===== src/rtl/bright_sub_serial_pkg.sv =====
// Shared definitions for the bit-serial saturating brightness subtractor.
package bright_sub_serial_pkg;
  localparam int PIX_W_DEF  = 8;
  localparam int STEP_W_DEF = 3;

  typedef enum logic [1:0] {
    IDLE  = 2'd0,
    SHIFT = 2'd1,
    DONE  = 2'd2
  } state_t;
endpackage


===== src/rtl/bright_sub_serial_full_subtractor.sv =====
// One-bit full subtractor: diff = a - b - bin, bout set when the bit borrows.
module full_subtractor (
  input  logic a,
  input  logic b,
  input  logic bin,
  output logic diff,
  output logic bout
);
  assign diff = a ^ b ^ bin;
  assign bout = (~a & b) | (~(a ^ b) & bin);
endmodule


===== src/rtl/bright_sub_serial.sv =====
// Bit-serial pixel darkener: pixel_out = max(pixel_in - step_in, 0), one bit per clock LSB-first.
// Result valid PIX_W edges after acceptance; held in DONE until out_ready, one operation in flight.
module bright_sub_serial
  import bright_sub_serial_pkg::*;
#(
  parameter int PIX_W  = PIX_W_DEF,
  parameter int STEP_W = STEP_W_DEF
) (
  input  logic              clk,
  input  logic              rst_n,
  input  logic              in_valid,
  output logic              in_ready,
  input  logic [PIX_W-1:0]  pixel_in,
  input  logic [STEP_W-1:0] step_in,
  output logic              out_valid,
  input  logic              out_ready,
  output logic [PIX_W-1:0]  pixel_out,
  output logic              underflow
);
  localparam int CNT_W = $clog2(PIX_W);
  localparam logic [CNT_W-1:0] CNT_LAST = CNT_W'(PIX_W - 1);

  state_t             state_q, state_d;
  logic [PIX_W-1:0]   a_q, a_d;
  logic [PIX_W-1:0]   b_q, b_d;
  logic [PIX_W-1:0]   res_q, res_d;
  logic               borrow_q, borrow_d;
  logic [CNT_W-1:0]   cnt_q, cnt_d;
  logic [PIX_W-1:0]   pixel_out_q, pixel_out_d;
  logic               underflow_q, underflow_d;
  logic               in_ready_q, in_ready_d;
  logic               out_valid_q, out_valid_d;

  logic bit_diff;
  logic bit_bout;

  full_subtractor u_fs (
    .a    (a_q[0]),
    .b    (b_q[0]),
    .bin  (borrow_q),
    .diff (bit_diff),
    .bout (bit_bout)
  );

  always_comb begin
    state_d     = state_q;
    a_d         = a_q;
    b_d         = b_q;
    res_d       = res_q;
    borrow_d    = borrow_q;
    cnt_d       = cnt_q;
    pixel_out_d = pixel_out_q;
    underflow_d = underflow_q;
    case (state_q)
      IDLE: begin
        if (in_valid) begin
          a_d      = pixel_in;
          b_d      = PIX_W'(step_in);
          res_d    = '0;
          borrow_d = 1'b0;
          cnt_d    = '0;
          state_d  = SHIFT;
        end
      end
      SHIFT: begin
        // Difference bits enter at the MSB so the word is LSB-aligned after PIX_W shifts.
        a_d      = a_q >> 1;
        b_d      = b_q >> 1;
        res_d    = {bit_diff, res_q[PIX_W-1:1]};
        borrow_d = bit_bout;
        cnt_d    = cnt_q + CNT_W'(1);
        if (cnt_q == CNT_LAST) begin
          state_d     = DONE;
          cnt_d       = '0;
          pixel_out_d = bit_bout ? '0 : res_d;
          underflow_d = bit_bout;
        end
      end
      DONE: begin
        if (out_ready) state_d = IDLE;
      end
      default: state_d = IDLE;
    endcase
    in_ready_d  = (state_d == IDLE);
    out_valid_d = (state_d == DONE);
  end

  always_ff @(posedge clk) begin
    if (!rst_n) begin
      state_q     <= IDLE;
      a_q         <= '0;
      b_q         <= '0;
      res_q       <= '0;
      borrow_q    <= 1'b0;
      cnt_q       <= '0;
      pixel_out_q <= '0;
      underflow_q <= 1'b0;
      in_ready_q  <= 1'b1;
      out_valid_q <= 1'b0;
    end else begin
      state_q     <= state_d;
      a_q         <= a_d;
      b_q         <= b_d;
      res_q       <= res_d;
      borrow_q    <= borrow_d;
      cnt_q       <= cnt_d;
      pixel_out_q <= pixel_out_d;
      underflow_q <= underflow_d;
      in_ready_q  <= in_ready_d;
      out_valid_q <= out_valid_d;
    end
  end

  assign in_ready  = in_ready_q;
  assign out_valid = out_valid_q;
  assign pixel_out = pixel_out_q;
  assign underflow = underflow_q;
endmodule

===== config.mk =====
export PLATFORM = sky130hd
export DESIGN_NAME = bright_sub_serial
export DESIGN_NICKNAME = d
export VERILOG_FILES = /design/src/rtl/bright_sub_serial_pkg.sv /design/src/rtl/bright_sub_serial_full_subtractor.sv /design/src/rtl/bright_sub_serial.sv
export SDC_FILE = /design/constraint.sdc
export NUM_CORES = 1
export LEC_CHECK = 0
export ABC_AREA = 0
export BUFFER_PORTS_ARGS = -buffer_cell sky130_fd_sc_hd__buf_2
export CORE_UTILIZATION = 55
export CTS_BUF_LIST = sky130_fd_sc_hd__clkbuf_2 sky130_fd_sc_hd__clkbuf_4 sky130_fd_sc_hd__clkbuf_8
export DETAILED_ROUTE_END_ITERATION = 10
export GPL_TIMING_DRIVEN = 0
export PLACE_DENSITY = 0.81
export SYNTH_ARGS = -nofsm -noshare
export SYNTH_HDL_FRONTEND = slang
export SYNTH_HIERARCHICAL = 1
export SYNTH_SLANG_ARGS = --single-unit

===== constraint.sdc =====
create_clock -name clk -period 1.55 [get_ports clk]
set_input_delay 0.3875 -clock clk [delete_from_list [all_inputs] [get_ports clk]]
set_output_delay 0.3875 -clock clk [all_outputs]
set_load 0.005 [all_outputs]

# Word-level counts from Yosys, hierarchy flattened
# Cells that the tools add are included.
# W data, S select, Z words.
# totals
inputBits	15
register_bits	41
elab_cells	44
# classes
bitwise	7
addsub	1
n_eq_ne	5
mux	16
n_reduce_logical	5
# ops
op	count
$pmux W8 S2	3
$mux W8	4
$mux W2	3
$mux W3	2
$pmux W2 S3	1
$pmux W3 S2	1
$eq A2 B2 Y1 const B	2
$logic_not A2 Y1	2
$reduce_and A2 Y1	2
$add A3 B1 Y3 const B	1
$eq A3 B3 Y1 const B	1
$and A1 B1 Y1	2
$eq A2 B1 Y1 const B	1
$ne A2 B2 Y1 const B	1
$not A1 Y1	2
$pmux W1 S2	1
$reduce_bool A2 Y1	1
$xor A1 B1 Y1	2
$mux W1	1
$or A1 B1 Y1	1

# Logic depth before layout (Yosys ltp)
# logic_depth
ltp_word	5
depth_mapped	6
depth_no_buf	5

# Modules after synthesis
# Netlist, hierarchy kept.
# by_module_without_submodules
module	cells_per_inst	instances	area_each_um2
bright_sub_serial	139	1	1390.1
full_subtractor	4	1	31.3

# Least setup slack after synthesis
# OpenSTA, ideal clock, no wires.
# synth_path
path_type	reg-to-reg
from	register cnt_q[0]
to	register pixel_out_q[0] (netlist: pixel_out[0])
t_arrival_ns	1.125
n_path_buf	1
path_slack_ns	0.298
stages_incl_launch_ff	6
path_cell_list	dfxtp_1 > ha_1 > ha_1 > nand3b_1 > clkbuf_1 > o21ai_1
# synth_via
elab_chain_len	2
# synth_lines
item	line_no	source
start, declared	bright_sub_serial.sv:28	logic [CNT_W-1:0] cnt_q, cnt_d;
start signal, assigned	bright_sub_serial.sv:106	cnt_q <= cnt_d;
$eq A3 B3 Y1	bright_sub_serial.sv:72	if (cnt_q == CNT_LAST) begin
$reduce_and A2 Y1 (no source line)	n/a	
end signal, assigned	bright_sub_serial.sv:107	pixel_out_q <= pixel_out_d;
end, declared	bright_sub_serial.sv:29	logic [PIX_W-1:0] pixel_out_q, pixel_out_d;
# Every way passes these cells.
# A chain may end at the register's enable or synchronous reset.

# Worst setup path after layout
# layout_path
from	register cnt_q[0]
to	register pixel_out_q[2] (netlist: pixel_out[2])
# Same word-level chain as after synthesis.

==> results.md <==
- Clock transition at path regs: 0.10 ns
- Max VDD drop: 0.739 mV
- Routed WL: 2760 um
- Sequential-to-total area share from yosys stat: 49.3%
- Cells after Synth: 143
- IO Pins: 26
- Top post-synthesis cells by count: 35 x dfxtp_1, 16 x o21ai_1, 11 x a22o_1
- Pwr dens: 989 nW/um^2
- # DRC: 0
- Layout cell share with drive strength beyond 1: 24.1%
- Inst Count DP: 197
- Min cycle time layout: 1.33 ns
- Core area: 2450 um^2
- Area leader, netlist: dfxtp_1
- Die Width: 52.8 um
- Net Sw Power: 395 uW
- Status: finished, final reports clean
- Synthesized Nets: 161
- Req. time, crit path: 1.82 ns
- Post-CTS Hold Fix Bufs: 0
- FF+latch count, synth: 35
- Largest net degree at the start of global routing: 11
- Max Cap Viol: 0
- CTS Buffer Depth: 2
- Share of synthesized flip-flops with an asynchronous set or reset: 0%
- Worst-Skew Late Latency: 0.34 ns
- CP endpoint kind: flip-flop
- 1st-pass router iterations: 4
- Worst hold path depth: 3
- WS Path Type: flip-flop to flip-flop
- Post-CTS Resized: 0
- Total CTS buffers: 5
- Slew Limit Fails: 0
- RSZ-0062 raised after global routing: false
- Vias in the first global route: 998
- Vias: 1150
- Slowest cell on the critical path: dfxtp_1
- Final hold vios: 0
- CP dominant cell by count: ha_1
- Post-DP Area: 1580 um^2
- IO buf count: 24
- P_int: 1220 uW
- EDFF count, synth: 0
- Ys flop type: dfxtp_1
- Leak pwr: 0.000658 uW
- Remaining Overflow, GRT: 0
- Dpl hpwl: 1940 um
- DIE HEIGHT: 52.8 um
- F_max: 750 MHz
- CTS tree: yes
- R2R depth: 6
- Non-Filler Instances: 204
- Avg WL per Cell: 13.5 um
- Most numerous cell in the Yosys netlist: dfxtp_1
- Cell Area, Synth: 1420 um^2
- CP peak stage delay: 0.34 ns
- Layout Nets: 192
- Vias per cell: 5.64
- Worst-case clock skew: 0.00790 ns
- Clock Tree Root: clkbuf_4
- Final setup vio count: 0
- Slew margin rel.: 69.6%
- Final Cell Area: 1640 um^2
- 1st-iter DRT viols: 8
- Worst slew pin tran: 0.456 ns
- Critical Path AT: 1.61 ns
- GRT Total Usage: 23.6%
- Antenna Nets Post-Route: 0
- First-pass GRT wire length: 4610 um
- Syn Area/Cell: 9.94 um^2
- Layout area overhead: 15.1%
- Crit Path Max Fanout: 10
- Clock network fraction of total power: 30.4%
- Logic gate share of total power: 10.8%
- Area of the die: 2790 um^2
- Syn. warnings: 6
- Switching share of power: 24.4%
- Clock sink count: 35
- Share of the synthesized area in the top cell type: 49.3%
- Critical path, cell by cell: ha_1 > ha_1 > nand3b_1 > buf_2 > nand3_1 > o21ai_1
- H-Tree Level Count: 2
- Cell row count: 18
- Initial Util: 57.9%
- Tightest Hold Check Type: input pin to flip-flop
- Initial antenna violation count: 0
- Sequential share of power: 58.8%
- Synth cell types: 29
- Final GP Congestion: 0.782
- CP Launch Type: flip-flop
- Post-CTS Setup Bufs: 0
- Final Cycle Share: 86.0%
- Final setup TNS: 0 ns
- Ant. Diodes: 0
- Top post-synthesis cells by area: dfxtp_1 49%, a22o_1 6.8%, o21ai_1 5.6%, nand3b_1 4.8%, mux2i_1 4.2%
- # fillers: 207
layout make-up:
class,count,area (um^2),area share (%)
Buffer,11,61.3,3.75
Clock buffer,6,51.3,3.13
Multi-Input combinational cell,94,649,39.7
Tap cell,30,37.5,2.29
Timing Repair Buffer,24,120,7.34
Clock inverter,1,5.00,0.306
Inverter,3,11.3,0.688
Sequential cell,35,701,42.8
stage by stage:
| step | total power [uW] | hold slack, ns | utilization (%) | setup WS (ns) |
|---|---|---|---|---|
| detailed placement | 1150 | 0.449 | 64.3 | 0.106 |
| floorplan | 1090 | 0.447 | - | 0.298 |
| global route | 1700 | 0.292 | 66.7 | 0.0710 |
| global placement | 1140 | 0.444 | 64.3 | 0.158 |
| CTS | 1640 | 0.288 | 66.6 | 0.0931 |
| finish | 1620 | 0.305 | 66.7 | 0.216 |
registers in the layout (all words and copies together), names as in the netlist:
name       count
a_q            8
b_q            3
borrow_q       1
cnt_q          3
in_ready       1
out_valid      1
pixel_out      8
res_q          7
state_q        2
underflow      1
cells in the final DEF (no fill, tap or decap), types with 4 or more instances in the layout:
cell type,n
nand3_1,9
buf_2,27
nand2_1,6
dfxtp_1,35
nor2_1,4
clkbuf_4,5
clkbuf_1,4
o211ai_1,6
nand3b_1,9
mux2i_1,6
o21ai_1,16
a22o_1,11
path summary, 6_finish.rpt:
check	start	to	slack (ns)
worst max-delay path	cnt_q[0]	pixel_out[2]	0.22
worst max register to register	cnt_q[0]	pixel_out[2]	0.22
worst min-delay path	step_in[2]	b_q[2]	0.30
worst min register to register	pixel_out[1]	pixel_out[1]	0.46
critical path, delay by kind of cell, from the launching register on:
kind / cells / cell delay (ns)
fa+ha+maj: 2 / 0.42
compound gates: 1 / 0.09
buf+inv: 1 / 0.22
flops: 1 / 0.34
simple gates: 2 / 0.21
routing by layer:
metal / part of all wire [%] / GRT usage, % / up-vias
li1: - / - / 582
met1: 52 / 33.1 / 542
met2: 41 / 31.4 / 21
met3: 4.5 / 9.57 / 5
met4: 2.0 / 9.65 / 0
met5: 0 / 0 / -
power groups by stage:
stage          Sequential [uW]  Clock (uW)  Combinational, uW
2_1_floorplan              968           0                125
3_3_place_gp               970           0                168
3_5_place_dp               973           0                174
4_1_cts                    952         511                175
5_1_grt                    958         550                195
6_report                   952         492                175
cell families (layout without fill, tap and decap cells):
group                    Yosys count  count (layout)  share of synthesized area [%]
AO/OA/AOI/OAI                     42              42                           20.1
adder cells (fa/ha/maj)            3               3                           3.17
buffers and inverters             14              45                           5.02
flip-flops                        35              35                           49.3
multiplexers                       6               6                           4.23
AND/OR/NAND/NOR                   43              43                           18.2
Note: power is estimated with default switching activity, not from simulation.
